File: src/rtl/jtag_pkg.sv
// Shared definitions for the JTAG TAP slice.
// Contents: the 16 IEEE 1149.1 TAP states with their 4-bit binary codes, the
// data-register select enum, and the default opcodes and IDCODE value.
package jtag_pkg;

    typedef enum logic [3:0] {
        TLR    = 4'h0,
        RTI    = 4'h1,
        SEL_DR = 4'h2,
        CAP_DR = 4'h3,
        SH_DR  = 4'h4,
        EX1_DR = 4'h5,
        PAU_DR = 4'h6,
        EX2_DR = 4'h7,
        UPD_DR = 4'h8,
        SEL_IR = 4'h9,
        CAP_IR = 4'hA,
        SH_IR  = 4'hB,
        EX1_IR = 4'hC,
        PAU_IR = 4'hD,
        EX2_IR = 4'hE,
        UPD_IR = 4'hF
    } tap_state_t;

    typedef enum logic [1:0] {
        DR_BYPASS = 2'd0,
        DR_IDCODE = 2'd1,
        DR_USER   = 2'd2
    } dr_sel_t;

    localparam int          DEFAULT_IR_WIDTH   = 5;
    localparam logic [31:0] DEFAULT_IDCODE_VAL = 32'h1000_0001;
    localparam logic [4:0]  DEFAULT_IDCODE_INS = 5'b00001;
    localparam logic [4:0]  DEFAULT_USER_BASE  = 5'b10000;
    localparam int          DEFAULT_N_USER     = 2;

endpackage

File: src/rtl/jtag_tap_fsm.sv
// TAP controller state machine.
// Ports:
//   tck        test clock, state advances on posedge
//   trst       async active-high reset, forces Test-Logic-Reset
//   tms        test mode select
//   next_tlr   next state is Test-Logic-Reset (lets the IR reload on entry)
//   tlr, rti, cap_dr, sh_dr, upd_dr, cap_ir, sh_ir, upd_ir
//              Moore decodes of the current state
module jtag_tap_fsm
    import jtag_pkg::*;
(
    input  logic tck,
    input  logic trst,
    input  logic tms,
    output logic next_tlr,
    output logic tlr,
    output logic rti,
    output logic cap_dr,
    output logic sh_dr,
    output logic upd_dr,
    output logic cap_ir,
    output logic sh_ir,
    output logic upd_ir
);

    tap_state_t state, next_state;

    always_ff @(posedge tck or posedge trst) begin
        if (trst)
            state <= TLR;
        else
            state <= next_state;
    end

    always_comb begin
        next_state = TLR;
        case (state)
            TLR:     next_state = tms ? TLR    : RTI;
            RTI:     next_state = tms ? SEL_DR : RTI;
            SEL_DR:  next_state = tms ? SEL_IR : CAP_DR;
            CAP_DR:  next_state = tms ? EX1_DR : SH_DR;
            SH_DR:   next_state = tms ? EX1_DR : SH_DR;
            EX1_DR:  next_state = tms ? UPD_DR : PAU_DR;
            PAU_DR:  next_state = tms ? EX2_DR : PAU_DR;
            EX2_DR:  next_state = tms ? UPD_DR : SH_DR;
            UPD_DR:  next_state = tms ? SEL_DR : RTI;
            SEL_IR:  next_state = tms ? TLR    : CAP_IR;
            CAP_IR:  next_state = tms ? EX1_IR : SH_IR;
            SH_IR:   next_state = tms ? EX1_IR : SH_IR;
            EX1_IR:  next_state = tms ? UPD_IR : PAU_IR;
            PAU_IR:  next_state = tms ? EX2_IR : PAU_IR;
            EX2_IR:  next_state = tms ? UPD_IR : SH_IR;
            UPD_IR:  next_state = tms ? SEL_DR : RTI;
            default: next_state = TLR;
        endcase
    end

    assign next_tlr = (next_state == TLR);
    assign tlr      = (state == TLR);
    assign rti      = (state == RTI);
    assign cap_dr   = (state == CAP_DR);
    assign sh_dr    = (state == SH_DR);
    assign upd_dr   = (state == UPD_DR);
    assign cap_ir   = (state == CAP_IR);
    assign sh_ir    = (state == SH_IR);
    assign upd_ir   = (state == UPD_IR);

endmodule

File: src/rtl/jtag_tap_core.sv
// JTAG TAP core: state machine, instruction register, BYPASS and IDCODE data
// registers, opcode decode and the TDO mux, plus N_USER external DR channels.
// Ports:
//   TCK, TRST, TMS, TDI   debug pins (TRST async active-high)
//   TDO, TDO_en           serial out and its enable (high in Shift-DR/IR)
//   ir_q                  current instruction
//   Reset, Run_idle, Capture_DR, Shift_DR, Update_DR,
//   Capture_IR, Shift_IR, Update_IR   state indications
//   user_sel              one-hot user channel select
//   user_tdo              serial outputs of the external user chains
module jtag_tap_core
    import jtag_pkg::*;
#(
    parameter int                    IR_WIDTH   = DEFAULT_IR_WIDTH,
    parameter logic [31:0]           IDCODE_VAL = DEFAULT_IDCODE_VAL,
    parameter logic [IR_WIDTH-1:0]   IDCODE_INS = IR_WIDTH'(DEFAULT_IDCODE_INS),
    parameter int                    N_USER     = DEFAULT_N_USER,
    parameter logic [IR_WIDTH-1:0]   USER_BASE  = IR_WIDTH'(DEFAULT_USER_BASE)
) (
    input  logic                TCK,
    input  logic                TRST,
    input  logic                TMS,
    input  logic                TDI,
    output logic                TDO,
    output logic                TDO_en,
    output logic [IR_WIDTH-1:0] ir_q,
    output logic                Reset,
    output logic                Run_idle,
    output logic                Capture_DR,
    output logic                Shift_DR,
    output logic                Update_DR,
    output logic                Capture_IR,
    output logic                Shift_IR,
    output logic                Update_IR,
    output logic [N_USER-1:0]   user_sel,
    input  logic [N_USER-1:0]   user_tdo
);

    logic                next_tlr;
    logic [IR_WIDTH-1:0] ir_sr;
    logic                bypass_r;
    logic [31:0]         idcode_sr;
    logic                user_bit;
    dr_sel_t             dr_sel;

    jtag_tap_fsm u_fsm (
        .tck      (TCK),
        .trst     (TRST),
        .tms      (TMS),
        .next_tlr (next_tlr),
        .tlr      (Reset),
        .rti      (Run_idle),
        .cap_dr   (Capture_DR),
        .sh_dr    (Shift_DR),
        .upd_dr   (Update_DR),
        .cap_ir   (Capture_IR),
        .sh_ir    (Shift_IR),
        .upd_ir   (Update_IR)
    );

    // Reloading on the edge that enters TLR makes IDCODE current in the
    // same cycle the Reset indication rises, not one cycle later.
    always_ff @(posedge TCK or posedge TRST) begin
        if (TRST)
            ir_q <= IDCODE_INS;
        else if (next_tlr)
            ir_q <= IDCODE_INS;
        else if (Update_IR)
            ir_q <= ir_sr;
    end

    // Shift registers carry no reset: their contents only matter after a
    // capture, and TRST mid-shift leaves them as they were.
    always_ff @(posedge TCK) begin
        if (Capture_IR)
            ir_sr <= {{(IR_WIDTH-2){1'b0}}, 2'b01};
        else if (Shift_IR)
            ir_sr <= {TDI, ir_sr[IR_WIDTH-1:1]};
    end

    always_comb begin
        user_sel = '0;
        for (int i = 0; i < N_USER; i++)
            user_sel[i] = (ir_q == USER_BASE + IR_WIDTH'(i));
    end

    always_comb begin
        dr_sel = DR_BYPASS;
        if (ir_q == IDCODE_INS)
            dr_sel = DR_IDCODE;
        else if (|user_sel)
            dr_sel = DR_USER;
    end

    assign user_bit = |(user_sel & user_tdo);

    always_ff @(posedge TCK) begin
        if (dr_sel == DR_BYPASS) begin
            if (Capture_DR)
                bypass_r <= 1'b0;
            else if (Shift_DR)
                bypass_r <= TDI;
        end
    end

    always_ff @(posedge TCK) begin
        if (dr_sel == DR_IDCODE) begin
            if (Capture_DR)
                idcode_sr <= IDCODE_VAL;
            else if (Shift_DR)
                idcode_sr <= {TDI, idcode_sr[31:1]};
        end
    end

    always_comb begin
        TDO = 1'b0;
        if (Shift_IR) begin
            TDO = ir_sr[0];
        end else if (Shift_DR) begin
            case (dr_sel)
                DR_IDCODE: TDO = idcode_sr[0];
                DR_USER:   TDO = user_bit;
                default:   TDO = bypass_r;
            endcase
        end
    end

    assign TDO_en = Shift_DR | Shift_IR;

endmodule

File: config.mk
export PLATFORM = sky130hd
export DESIGN_NAME = jtag_tap_core
export DESIGN_NICKNAME = d
export VERILOG_FILES = /design/src/rtl/jtag_pkg.sv /design/src/rtl/jtag_tap_fsm.sv /design/src/rtl/jtag_tap_core.sv
export SDC_FILE = /design/constraint.sdc
export NUM_CORES = 1
export LEC_CHECK = 0
export CORE_UTILIZATION = 30
export CTS_CLUSTER_DIAMETER = 30
export CTS_CLUSTER_SIZE = 10
export DETAILED_ROUTE_END_ITERATION = 6
export GPL_TIMING_DRIVEN = 0
export MAX_ROUTING_LAYER = met4
export SYNTH_ARGS = -nofsm -noshare
export SYNTH_HDL_FRONTEND = slang
export SYNTH_SLANG_ARGS = --single-unit
File: constraint.sdc
create_clock -name TCK -period 7.06 [get_ports TCK]
set_input_delay 0.706 -clock TCK [delete_from_list [all_inputs] [get_ports TCK]]
set_output_delay 0.706 -clock TCK [all_outputs]
set_load 0.01 [all_outputs]
---- Word level (Yosys, flattened, before mapping) ----
Cells that the tools add are included.
operators by class
  eq/ne operators ......................... 20
  multiplexer cells ....................... 22
  bitwise gates (word level) .............. 2
  reduce and logical (&&, ||, !) cells .... 12
operator list
  operator            count
  $pmux 4 s12         1
  $eq 4x4->1 const B  8
  $mux 32             1
  $eq 4x3->1 const B  4
  $mux 4              4
  $eq 5x5->1 const B  2
  $mux 2              5
  $mux 5              2
  $eq 4x2->1 const B  2
  $logic_not 4->1     2
  $reduce_or 2->1     4
  $mux 1              6
  $mux 3              2
  $eq 5x1->1 const B  1
  $eq 4x1->1 const B  1
  $reduce_and 2->1    2
  $reduce_bool 2->1   2
  $reduce_or 3->1     1
  $and 2x2->2         1
  $eq 2x1->1 const B  1
  $eq 2x2->1 const B  1
  $logic_not 2->1     1
  $pmux 1 s2          1
  $or 1x1->1          1
word-level totals
  flip-flop bits (word level) ............. 47
  input bits .............................. 6
  output and inout port bits .............. 17
  word-level logic and storage cells ...... 61

---- Depth between registers and ports, before layout ----
Gate-level depths: netlist (run 1).
  depth in word-level cells ............... 8
  depth in mapped cells ................... 7
  mapped depth without buffers ............ 7

---- By module ----
From an unflattened synthesis (run 1), not the netlist that was laid out.
unflattened totals
  cell total of the unflattened synthesis .. 170
  area, all modules ....................... 2165.8 um^2
by module, submodules not included
  module         instances  cells an instance  area each (um^2)  sequential area each (um^2)
  jtag_tap_core  1          122                1751.7            1217.4
  jtag_tap_fsm   1          48                 414.1             100.1

---- Worst setup path after synthesis (run 1) ----
Ideal clock, no wire load.
  path type ............................... register -> register
  start point ............................. register ir_q[1]
  end point ............................... register idcode_sr[0], enable pin
  setup time .............................. 0.468 ns
  arrival ................................. 3.389 ns
  required time ........................... 6.592 ns
  setup slack ............................. 3.204 ns
  stages on the path, launching flop included .. 6
  path buffers ............................ 0
  period minus slack after synthesis ...... 3.856 ns
  path through ............................ dfrtp_1 > nor3_1 > nand2_1 > nor2_1 > ha_1 > nor3b_1
on the way
  longest elaborated chain between the ends .. 6
  elaborated cells on any way between the ends .. 8
  classes of those cells .................. 4 x eq/ne; 2 x mux; 2 x reduce/logical
RTL lines
  what                                   RTL line              source
  from (decl)                            jtag_tap_core.sv:26   output logic [IR_WIDTH-1:0] ir_q,
  from (signal assigned)                 jtag_tap_core.sv:69   ir_q <= ir_sr;
  $eq 5x5->1                             jtag_tap_core.sv:84   user_sel[i] = (ir_q == USER_BASE + IR_WIDTH'(i));
  $reduce_or 2->1                        jtag_tap_core.sv:91   else if (|user_sel)
  $mux 2                                 jtag_tap_core.sv:91
  $mux 2 (*)                             jtag_tap_core.sv:89   if (ir_q == IDCODE_INS)
  $eq 2x1->1 (*)                         jtag_tap_core.sv:107  if (dr_sel == DR_IDCODE) begin
  $reduce_and 2->1 (no source line) (*)  n/a
  to (signal assigned)                   jtag_tap_core.sv:111  idcode_sr <= {TDI, idcode_sr[31:1]};
  to (decl)                              jtag_tap_core.sv:42   logic [31:0] idcode_sr;
Every way passes the cells marked *; elsewhere a longest branch is shown, timed or not.
A chain may end at the register's enable or synchronous reset.

---- Final worst setup path (run 1) ----
  start point ............................. register ir_q[3]
  end point ............................... output TDO
on the way
  longest elaborated chain between the ends .. 8
  elaborated cells on any way between the ends .. 13
  classes of those cells .................. 5 x eq/ne; 5 x mux; 1 x bitwise; 2 x reduce/logical
RTL lines
  what                                      RTL line              source
  $eq 5x5->1                                jtag_tap_core.sv:84
  $reduce_or 2->1                           jtag_tap_core.sv:91
  $mux 2                                    jtag_tap_core.sv:91
  $mux 2                                    jtag_tap_core.sv:89
  $eq 2x2->1 or $eq 2x1->1 (tied branches)  jtag_tap_core.sv:120  case (dr_sel)
  $pmux 1 s2 (*)                            jtag_tap_core.sv:120
  $mux 1 (*)                                jtag_tap_core.sv:119  end else if (Shift_DR) begin
  $mux 1 (*)                                jtag_tap_core.sv:117  if (Shift_IR) begin
  to (decl)                                 jtag_tap_core.sv:24   output logic TDO,
Marked as above.

==> results of run 1 <==
## final cells by class
class / instances / area, um^2
clock inverter: 3 / 42.5
timing repair buffer: 24 / 246
clock buffer: 5 / 68.8
tap: 96 / 120
inverter: 4 / 15.0
multi-input combinational: 121 / 778
sequential: 47 / 1320
buffer: 14 / 76.3
fill: 692 / 4240
## flip-flops by register name, summed over array words and instances (netlist names)
signal       cells
bypass_r         1
idcode_sr       32
u_fsm.state      4
ir_q             5
ir_sr            5
## Yosys cell counts, drive strengths merged (3+ instances only)
| cell type | instances | share of area (%) |
|---|---|---|
| nor2 | 9 | 1.5 |
| edfxtp | 33 | 45 |
| o21ai | 10 | 2.3 |
| dfxtp | 5 | 4.6 |
| nand2 | 15 | 2.6 |
| buf | 11 | 3.0 |
| ha | 3 | 1.7 |
| inv | 4 | 0.69 |
| nor2b | 38 | 11 |
| nor3 | 4 | 1.1 |
| dfrtp | 8 | 9.2 |
| nand2b | 3 | 0.86 |
| nor3b | 3 | 1.0 |
| mux2i | 5 | 2.3 |
| clkbuf | 3 | 0.52 |
| or2 | 4 | 1.1 |
| a21oi | 3 | 0.69 |
## power by group
part	total, mW	internal [mW]	switching [mW]
Combinational	0.496	0.233	0.264
Sequential	0.481	0.441	0.0400
Clock	0.197	0.106	0.0913
## per-stage QoR
stage / cell area (um^2) / std cells
after detailed placement: 2550 / 306
after global routing: 2670 / 314
after CTS: 2670 / 314
after global placement: 2520 / 304
final: 2670 / 314
after floorplan: 2180 / 186
## kinds of logic (layout without fill, tap and decap cells)
family	count (synthesis)	after routing
xor+xnor	1	1
mux	6	6
flops	47	47
compound gates	22	22
simple gates	89	89
fa+ha+maj	3	3
buf+inv	18	50
## cell usage in the layout (no fill, tap or decap), types with 4 or more instances in the layout
master            n
buf_4             4
nand2_1          15
dfxtp_1           5
nor2b_1          38
nor2_1            9
clkbuf_8          5
buf_2             7
or2_2             4
o21ai_0           9
edfxtp_1         33
clkdlybuf4s50_1  22
dfrtp_1           8
mux2i_1           5
inv_1             4
## worst max-delay path: stages, from the launching register on
cell and delay, ns:
dfrtp_1 0.42, nor3_1 0.37, nand2_1 0.18, ha_1 0.33, a21o_1 0.15, a31o_1 0.18
a32o_1 0.26, clkdlybuf4s50_1 0.48
## routing by layer
| metal | vias up | global-route usage [%] |
|---|---|---|
| met5 | - | - |
| met2 | 19 | 16.1 |
| met3 | 6 | 2.37 |
| met4 | 0 | 4.47 |
| met1 | 655 | 16.1 |
| li1 | 702 | - |
## final timing paths
kind | to | start | depth (start not counted)
worst max-delay path | TDO | ir_q[3] | 7
max in group asynchronous | ir_q[0] | TRST | 2
min in group asynchronous | ir_q[2] | TRST | 2
worst min-delay path | ir_sr[2] | ir_sr[3] | 2
worst min register to register | ir_sr[2] | ir_sr[3] | 2
worst max register to register | idcode_sr[27] | ir_q[3] | 7
==> summary.md, run 1 <==
| Metric | Value |
|---|---|
| Pin count of the biggest net entering global routing | 16 |
| WL met2 | ~1700 um |
| Pwr Density | roughly 440 mW/mm^2 |
| Via count | about 1400 |
| Top Layer Used | met4 |
| Antenna diodes | 0 |
| Fraction of the mapped netlist area in compound gates | approximately 6.4% |
| Routed Antenna Nets | 0 |
| Final critical-path required period | between 3 and 4 ns |
| Hold WS | ~0.48 ns |
| Yosys cell types | between 40 and 50 |
| Clock buffer depth | 2 |
| Reg clk slew, reported paths | roughly 0.090 ns |
| M1 WL | around 2000 um |
| Ports | 23 |
| Area growth, synth to finish | 22.1% |
| #FFs+latches synth | 47 |
| Final setup TNS | 0 ns |
| Via density | approximately 4.4 |
| Root buffer cell | clkbuf_8 |
| Status | completed |
| Endpoints failing setup | 0 |
| Clock sinks | 47 |
| Final Hold Vio Count | 0 |
| Die X | around 87 um |
| Ys async rst share | 19.1% |
| Initial antenna violation count | 0 |
| Mapped Cells | about 190 |
| Slew HR | a little under half |
| Final WL | between 3000 and 4000 um |
| Fin crit share | between 40% and 50% |
| Detailed Place HPWL | ~2600 um |
| Mapped Nets | approximately 200 |
| Maximum vdd ir drop | between 0.00015 and 0.0002 V |
| Synth Area in Simple Gates | 24.1% |
| Post-CTS sizing | 0 |
| Final core area utilization | between 30 and 40% |
| Final clock skew | 0.00484 ns |
| Postcts setup bufs | 0 |
| WP data arrival | approximately 2.7 ns |
| Worst skew pair latency | about 0.30 ns |
| Worst-Margin Slew | 0.801 ns |
| Worst hold path type | reg2reg |
| Die area | between 0.007 and 0.008 mm^2 |
| RSZ-0062 raised after global routing | false |
| Vias in the first global route | around 1300 |
| Mux contribution to synthesized area | around 2.8% |
| Global route overflow | 0 |
| Layout cells sized above 1 | around 14% |
| Tot Pwr | roughly 1.2 mW |
| Initial core utilization | a little under a third |
| H-tree level count | 2 |
| Post-Synth Adder-Cell Area | between 1.5 and 2% |
| R2R Setup Slk | 4.47 ns |
| Cell area after synthesis | about 0.0022 mm^2 |
| Startpoint Class | register |
| Total of max-cap violations | 0 |
| Worst Setup End Kind | output pin |
| Routed len/inst | 12.3 um |
| Initial DRC count | 67 |
| Placement Setup Slack | roughly 4.0 ns |
| Largest family of logic cells by synthesized area | simple AND/OR/NAND/NOR gates |
| Crit path kind | reg2out |
| Hold buffers post-CTS | 0 |
| Rows | 30 |
| GPL Wtd Cong | around 0.8 |
| Max FO, Critical Path | 4 |
| CTS buffer count | 5 |
| CTS tree | built |
| Xor/xnor share of the synthesized area | 0.401% |
| Worst Path Required | between 6 and 7 ns |
| Post-synth EDFFs | 33 |
| Met3 wire length | roughly 120 um |
| Most used DFF post-synth | edfxtp_1 |
| Initial DRT Pass Iterations | 4 |
| Layout net count | around 230 |
| Number of port buffers | 22 |
| First-pass GRT wire length | ~6400 um |
| Max-slew violation total from the final report | 0 |
| Worst Slack Setup Final | approximately 3.7 ns |
| Core area | 0.00691 mm^2 |
| Leak pwr | between 1 and 1.5 nW |
| # DRC | 0 |
| Die H | about 87 um |
| Fmax | roughly 300 MHz |
| Synth warn | 0 |
| Sequential area share after synthesis | between 60% and 70% |
| Avg Inst Size Synth | approximately 12 um^2 |
| Total GRT Usage | between 10% and 20% |
Note: power is estimated with default switching activity, not from simulation.
==> run 2, diff against run 1 <==
==> constraint.sdc (replaced) <==
create_clock -name TCK -period 3.1 [get_ports TCK]
set_input_delay 0.31 -clock TCK [delete_from_list [all_inputs] [get_ports TCK]]
set_output_delay 0.31 -clock TCK [all_outputs]
set_load 0.01 [all_outputs]
==> summary.md, run 2 (synthesized netlist as in run 1, its figures left out) <==
| Metric | Value |
|---|---|
| Slowest library cell on the worst path | clkdlybuf4s50_1 |
| Status | completed |
| CTS buffer count | 5 (unchanged) |
| H-tree level count | 2 (unchanged) |
| Final Cell Area | 0.00266 mm^2 (-0.38%) |
| Routed len/inst | 12.6 um (+2.3%) |
| Layout net count | 225 (-0.44%) |
| GPL Wtd Cong | 0.826 (+3.6%) |
| Placed cell count | 305 (-0.33%) |
| Total of max-cap violations | 0 (unchanged) |
| Final clock skew | 0.0101 ns (+0.00524 ns) |
| Die X | 87.3 um (unchanged) |
| Fin crit share | 91.6% |
| WP data arrival | 2.53 ns (-0.14 ns) |
| Worst-Margin Slew | 0.741 ns (-0.0594 ns) |
| Layout cells sized above 1 | 14.3% (+0.066 points) |
| Area growth, synth to finish | 21.7% |
| Leak pwr | 1.01 nW (-1.3%) |
| Postcts setup bufs | 0 (unchanged) |
| Placement Setup Slack | 0.457 ns (-3.54 ns) |
| # DRC | 0 (unchanged) |
| Worst Path Required | 2.79 ns (-3.56 ns) |
| Initial DRC count | 44 (-34%) |
| Worst skew pair latency | 0.30 ns (about the same) |
| Max FO, Critical Path | 4 (unchanged) |
| Via density | 4.35 (-1.2%) |
| Detailed Place HPWL | 2690 um (+1.7%) |
| Most frequent cells in the layout | nor2b_1 (38), edfxtp_1 (33), clkdlybuf4s50_1 (22) |
| CTS tree | built |
| Slew HR | 50.5% (+4.1 points) |
| Final core area utilization | 38.4% (-0.15 points) |
| First-pass GRT wire length | 6810 um (+6.0%) |
| Rows | 30 (unchanged) |
| Fmax | 352 MHz |
| Worst Slack Setup Final | 0.261 ns (-3.42 ns) |
| Vias in the first global route | 1379 (+6.3%) |
| Crit path kind | reg2out |
| Core area | 0.00691 mm^2 (unchanged) |
| Most common cell after layout, fill and taps aside | nor2b_1 |
| Via count | 1361 (-1.5%) |
| Antenna diodes | 0 (unchanged) |
| Maximum vdd ir drop | 0.000421 V (+130%) |
| Hold buffers post-CTS | 0 (unchanged) |
| Reg clk slew, reported paths | 0.08 ns (about the same) |
| Largest regs | idcode_sr: 32 flops, ir_q: 5 flops, ir_sr: 5 flops |
| Initial core utilization | 31.6% (unchanged) |
| Worst Setup End Kind | output pin |
| Register bank with the most flops | idcode_sr |
| Pwr Density | 986 mW/mm^2 (+120%) |
| Crit path cell chain | nor3_2 -> nand2_1 -> ha_1 -> a21o_1 -> a31o_1 -> a32o_1 -> clkdlybuf4s50_1 |
| Final Hold Vio Count | 0 (unchanged) |
| Clock buffer depth | 2 (unchanged) |
| Worst hold path type | in2async |
| Initial DRT Pass Iterations | 4 (unchanged) |
| Die area | 0.00762 mm^2 (unchanged) |
| Clock sinks | 47 (unchanged) |
| Pin count of the biggest net entering global routing | 21 (+5) |
| Max stage delay on crit path | 0.48 ns (about the same) |
| Endpoints failing setup | 0 (unchanged) |
| Routed Antenna Nets | 0 (unchanged) |
| Placed Instance Area | 0.00256 mm^2 (+0.29%) |
| Number of flip-flops in the largest register | 32 (unchanged) |
| Final WL | 3940 um (+2.0%) |
| Finished Layout Cells | 313 (-0.32%) |
| Startpoint Class | register |
| Global route overflow | 0 (unchanged) |
| Total GRT Usage | 12.0% (+0.55 points) |
| Ports | 23 (unchanged) |
| RSZ-0062 raised after global routing | false |
| Root buffer cell | clkbuf_8 |
| Die H | 87.3 um (unchanged) |
| Max-slew violation total from the final report | 0 (unchanged) |
| Number of port buffers | 22 (unchanged) |
| Initial antenna violation count | 0 (unchanged) |
| Final critical-path required period | around 2.8 ns |
[run 2: area by class of cell]
class | count | area [um^2]
clock inverter | 3 | 20.0
timing repair buffer | 23 | 248
multi-input combinational | 121 | 790
clock buffer | 5 | 68.8
fill | 703 | 4250
inverter | 4 | 15.0
buffer | 14 | 76.3
sequential | 47 | 1320
tap | 96 | 120
[run 2: path summary, 6_finish.rpt]
path                                start      endpoint  slack (ns)  cells past startpoint
max                               ir_q[1]           TDO        0.26                      7
min                                  TRST       ir_q[3]        0.30                      2
max reg2reg                u_fsm.state[1]  idcode_sr[6]        0.85                      5
min reg2reg                      ir_sr[3]      ir_sr[2]        0.48                      2
max in group asynchronous            TRST       ir_q[0]        2.49                      2
min in group TCK                 ir_sr[3]      ir_sr[2]        0.48                      2
[run 2: report_power, final]
group	internal [mW]	switching (mW)	total [mW]
clock network	0.157	0.209	0.366
logic	0.548	0.605	1.15
registers	1.00	0.0936	1.10
[run 2: timing repair]
action / CTS / global route
endpoints found under the hold margin: 0 / 0
resized for setup: 0 / 1
endpoints found under the setup margin: 0 / 1
[run 2: critical path: cells and delay by family (launching register included)]
kind            cells  cell delay (ns)
flops               1             0.42
fa+ha+maj           1             0.32
simple gates        2             0.43
compound gates      3             0.59
buf+inv             1             0.48
[run 2: metal layers]
metal	global-route usage [%]	vias to the layer above	wire length [um]
li1	-	697	-
met1	16.6	634	2020
met2	17.3	25	1730
met4	3.58	0	53
met3	2.84	5	144
met5	-	-	0
[run 2: per-stage QoR]
| stage | hold slack, ns | total power [mW] | setup TNS [ns] |
|---|---|---|---|
| 6_report | 0.304 | 2.62 | 0 |
| 2_1_floorplan | 0.137 | 1.87 | 0 |
| 4_1_cts | 0.330 | 2.65 | 0 |
| 3_5_place_dp | 0.472 | 2.27 | 0 |
| 3_3_place_gp | 0.465 | 2.20 | -8.47 |
| 5_1_grt | 0.360 | 2.82 | 0 |
==> run 3, diff against run 2 <==
--- a/config.mk
+++ b/config.mk
@@ -11,6 +11,7 @@
 export DETAILED_ROUTE_END_ITERATION = 6
 export GPL_TIMING_DRIVEN = 0
 export MAX_ROUTING_LAYER = met4
+export SLEW_MARGIN = 10
 export SYNTH_ARGS = -nofsm -noshare
 export SYNTH_HDL_FRONTEND = slang
 export SYNTH_SLANG_ARGS = --single-unit
==> summary.md, run 3 (synthesized netlist as in run 1, its figures left out) <==
| Metric | Value |
|---|---|
| Most common cell after layout, fill and taps aside | nor2b_1 |
| Post-CTS sizing | 0 (unchanged) |
| Most frequent cells in the layout | nor2b_1 (38), edfxtp_1 (33), clkdlybuf4s50_1 (22) |
| Layout cells sized above 1 | 13.8% (-0.46 points) |
| Number of port buffers | 22 (unchanged) |
| Initial DRT Pass Iterations | 4 (unchanged) |
| Rows | 30 (unchanged) |
| Global route overflow | 0 (unchanged) |
| Largest regs | idcode_sr: 32 flops, ir_q: 5 flops, ir_sr: 5 flops |
| Initial DRC count | 54 (+23%) |
| Multi-input combinational cell area | 785 um^2 (-0.63%) |
| Via density | 4.36 (+0.29%) |
| Layout net count | 225 (unchanged) |
| Hold buffers post-CTS | 0 (unchanged) |
| Detailed Place HPWL | 2680 um (-0.37%) |
| Fin crit share | 94.9% (+3.3 points) |
| GPL Wtd Cong | 0.826 (unchanged) |
| Crit path kind | reg2out |
| Total of max-cap violations | 0 (unchanged) |
| Slowest library cell on the worst path | clkdlybuf4s50_1 |
| Final core area utilization | 38.2% (-0.25 points) |
| Die X | 87.3 um (unchanged) |
| CTS buffer count | 5 (unchanged) |
| Routed Antenna Nets | 0 (unchanged) |
| Initial core utilization | 31.6% (unchanged) |
| Final Cell Area | 0.00264 mm^2 (-0.66%) |
| Maximum vdd ir drop | 0.000389 V (-7.7%) |
| WP data arrival | 2.63 ns (+0.10 ns) |
| Worst hold path type | in2async |
| Antenna diodes | 0 (unchanged) |
| Placed Instance Area | 0.00255 mm^2 (-0.49%) |
| H-tree level count | 2 (unchanged) |
| Startpoint Class | register |
| Bufs and invs on worst path | 1 (unchanged) |
| Area growth, synth to finish | 20.9% |
| Worst Path Required | 2.79 ns (about the same) |
| Final clock skew | 0.0110 ns (+0.000900 ns) |
| Status | completed |
| First-pass GRT wire length | 6560 um (-3.7%) |
| Core area | 0.00691 mm^2 (unchanged) |
| Fmax | 340 MHz (-3.4%) |
| CTS tree | built |
| Number of flip-flops in the largest register | 32 (unchanged) |
| Worst Setup End Kind | output pin |
| Worst skew pair latency | 0.30 ns (about the same) |
| Clock buffer depth | 2 (unchanged) |
| Number of fill cells | 706 (+0.43%) |
| Worst-Margin Slew | 0.730 ns (-0.0114 ns) |
| Final Hold Vio Count | 0 (unchanged) |
| Final WL | 3910 um (-0.96%) |
| RSZ-0062 raised after global routing | false |
| Crit path cell chain | nor3_1 -> nand2_1 -> ha_1 -> a21o_1 -> a31o_1 -> a32o_1 -> clkdlybuf4s50_1 |
| Max stage delay on crit path | 0.48 ns (about the same) |
| Die area | 0.00762 mm^2 (unchanged) |
| Clock sinks | 47 (unchanged) |
| Final setup TNS | 0 ns (unchanged) |
| Pin count of the biggest net entering global routing | 20 (-4.8%) |
| Register bank with the most flops | idcode_sr |
| Initial antenna violation count | 0 (unchanged) |
| # DRC | 0 (unchanged) |
| Final critical-path required period | 2.94 ns (+0.101 ns) |
| Pwr Density | 981 mW/mm^2 (-0.51%) |
| Worst path top cell family by delay | compound AO/OA/AOI/OAI gates |
| Via count | 1365 (+0.29%) |
| Endpoints failing setup | 0 (unchanged) |
| Reg clk slew, reported paths | 0.09 ns (about the same) |
| Vias in the first global route | 1353 (-1.9%) |
| Ports | 23 (unchanged) |
| Postcts setup bufs | 0 (unchanged) |
| Total GRT Usage | 11.6% (-0.41 points) |
| Leak pwr | 1.00 nW (-0.55%) |
| Root buffer cell | clkbuf_8 |
| Hold WS | 0.301 ns (-0.00260 ns) |
| Register area | 0.00132 mm^2 (unchanged) |
| Slew HR | 51.3% (+0.76 points) |
| Routed len/inst | 12.5 um (-0.96%) |
| Max-slew violation total from the final report | 0 (unchanged) |
| Max FO, Critical Path | 4 (unchanged) |
| Die H | 87.3 um (unchanged) |
## run 3: power breakdown
| part | internal, mW | switching (mW) | total, mW | leakage [nW] |
|---|---|---|---|---|
| logic | 0.525 | 0.600 | 1.13 | 0.503 |
| clock network | 0.157 | 0.207 | 0.364 | 0.0418 |
| registers | 1.01 | 0.0919 | 1.10 | 0.459 |
## run 3: path summary, 6_finish.rpt
check	from	to	slack [ns]	depth (start not counted)
max in group asynchronous	TRST	ir_q[0]	2.49	2
worst max register to register	ir_q[1]	idcode_sr[5]	0.76	6
worst min-delay path	TRST	ir_q[1]	0.30	2
min in group TCK	ir_sr[3]	ir_sr[2]	0.48	2
worst min register to register	ir_sr[3]	ir_sr[2]	0.48	2
worst max-delay path	ir_q[1]	TDO	0.16	7
## run 3: cell type report
class                           instances  share of cell area, %
Buffer                                 14                   2.89
Clock buffer                            5                   2.61
Clock inverter                          3                  0.759
Inverter                                4                  0.569
Multi-Input combinational cell        121                   29.7
Sequential cell                        47                   50.0
Tap cell                               96                   4.55
Timing Repair Buffer                   23                   8.92
## run 3: per-layer routing
metal	global-route usage [%]	share of wire [%]	vias up	routed length, um
met2	17.5	47	25	1830
met5	-	0	-	0
li1	-	-	700	-
met1	15.3	49	640	1920
met3	3.13	3.9	0	154
met4	3.13	0	0	0
## run 3: through the flow
step | instances | worst slack [ns] | total power [mW]
after detailed placement | 305 | 0.476 | 2.25
after CTS | 313 | 0.114 | 2.62
after floorplan | 186 | 0.369 | 1.87
after global placement | 304 | -0.266 | 2.20
final | 313 | 0.159 | 2.59
after global routing | 313 | 0.0230 | 2.78
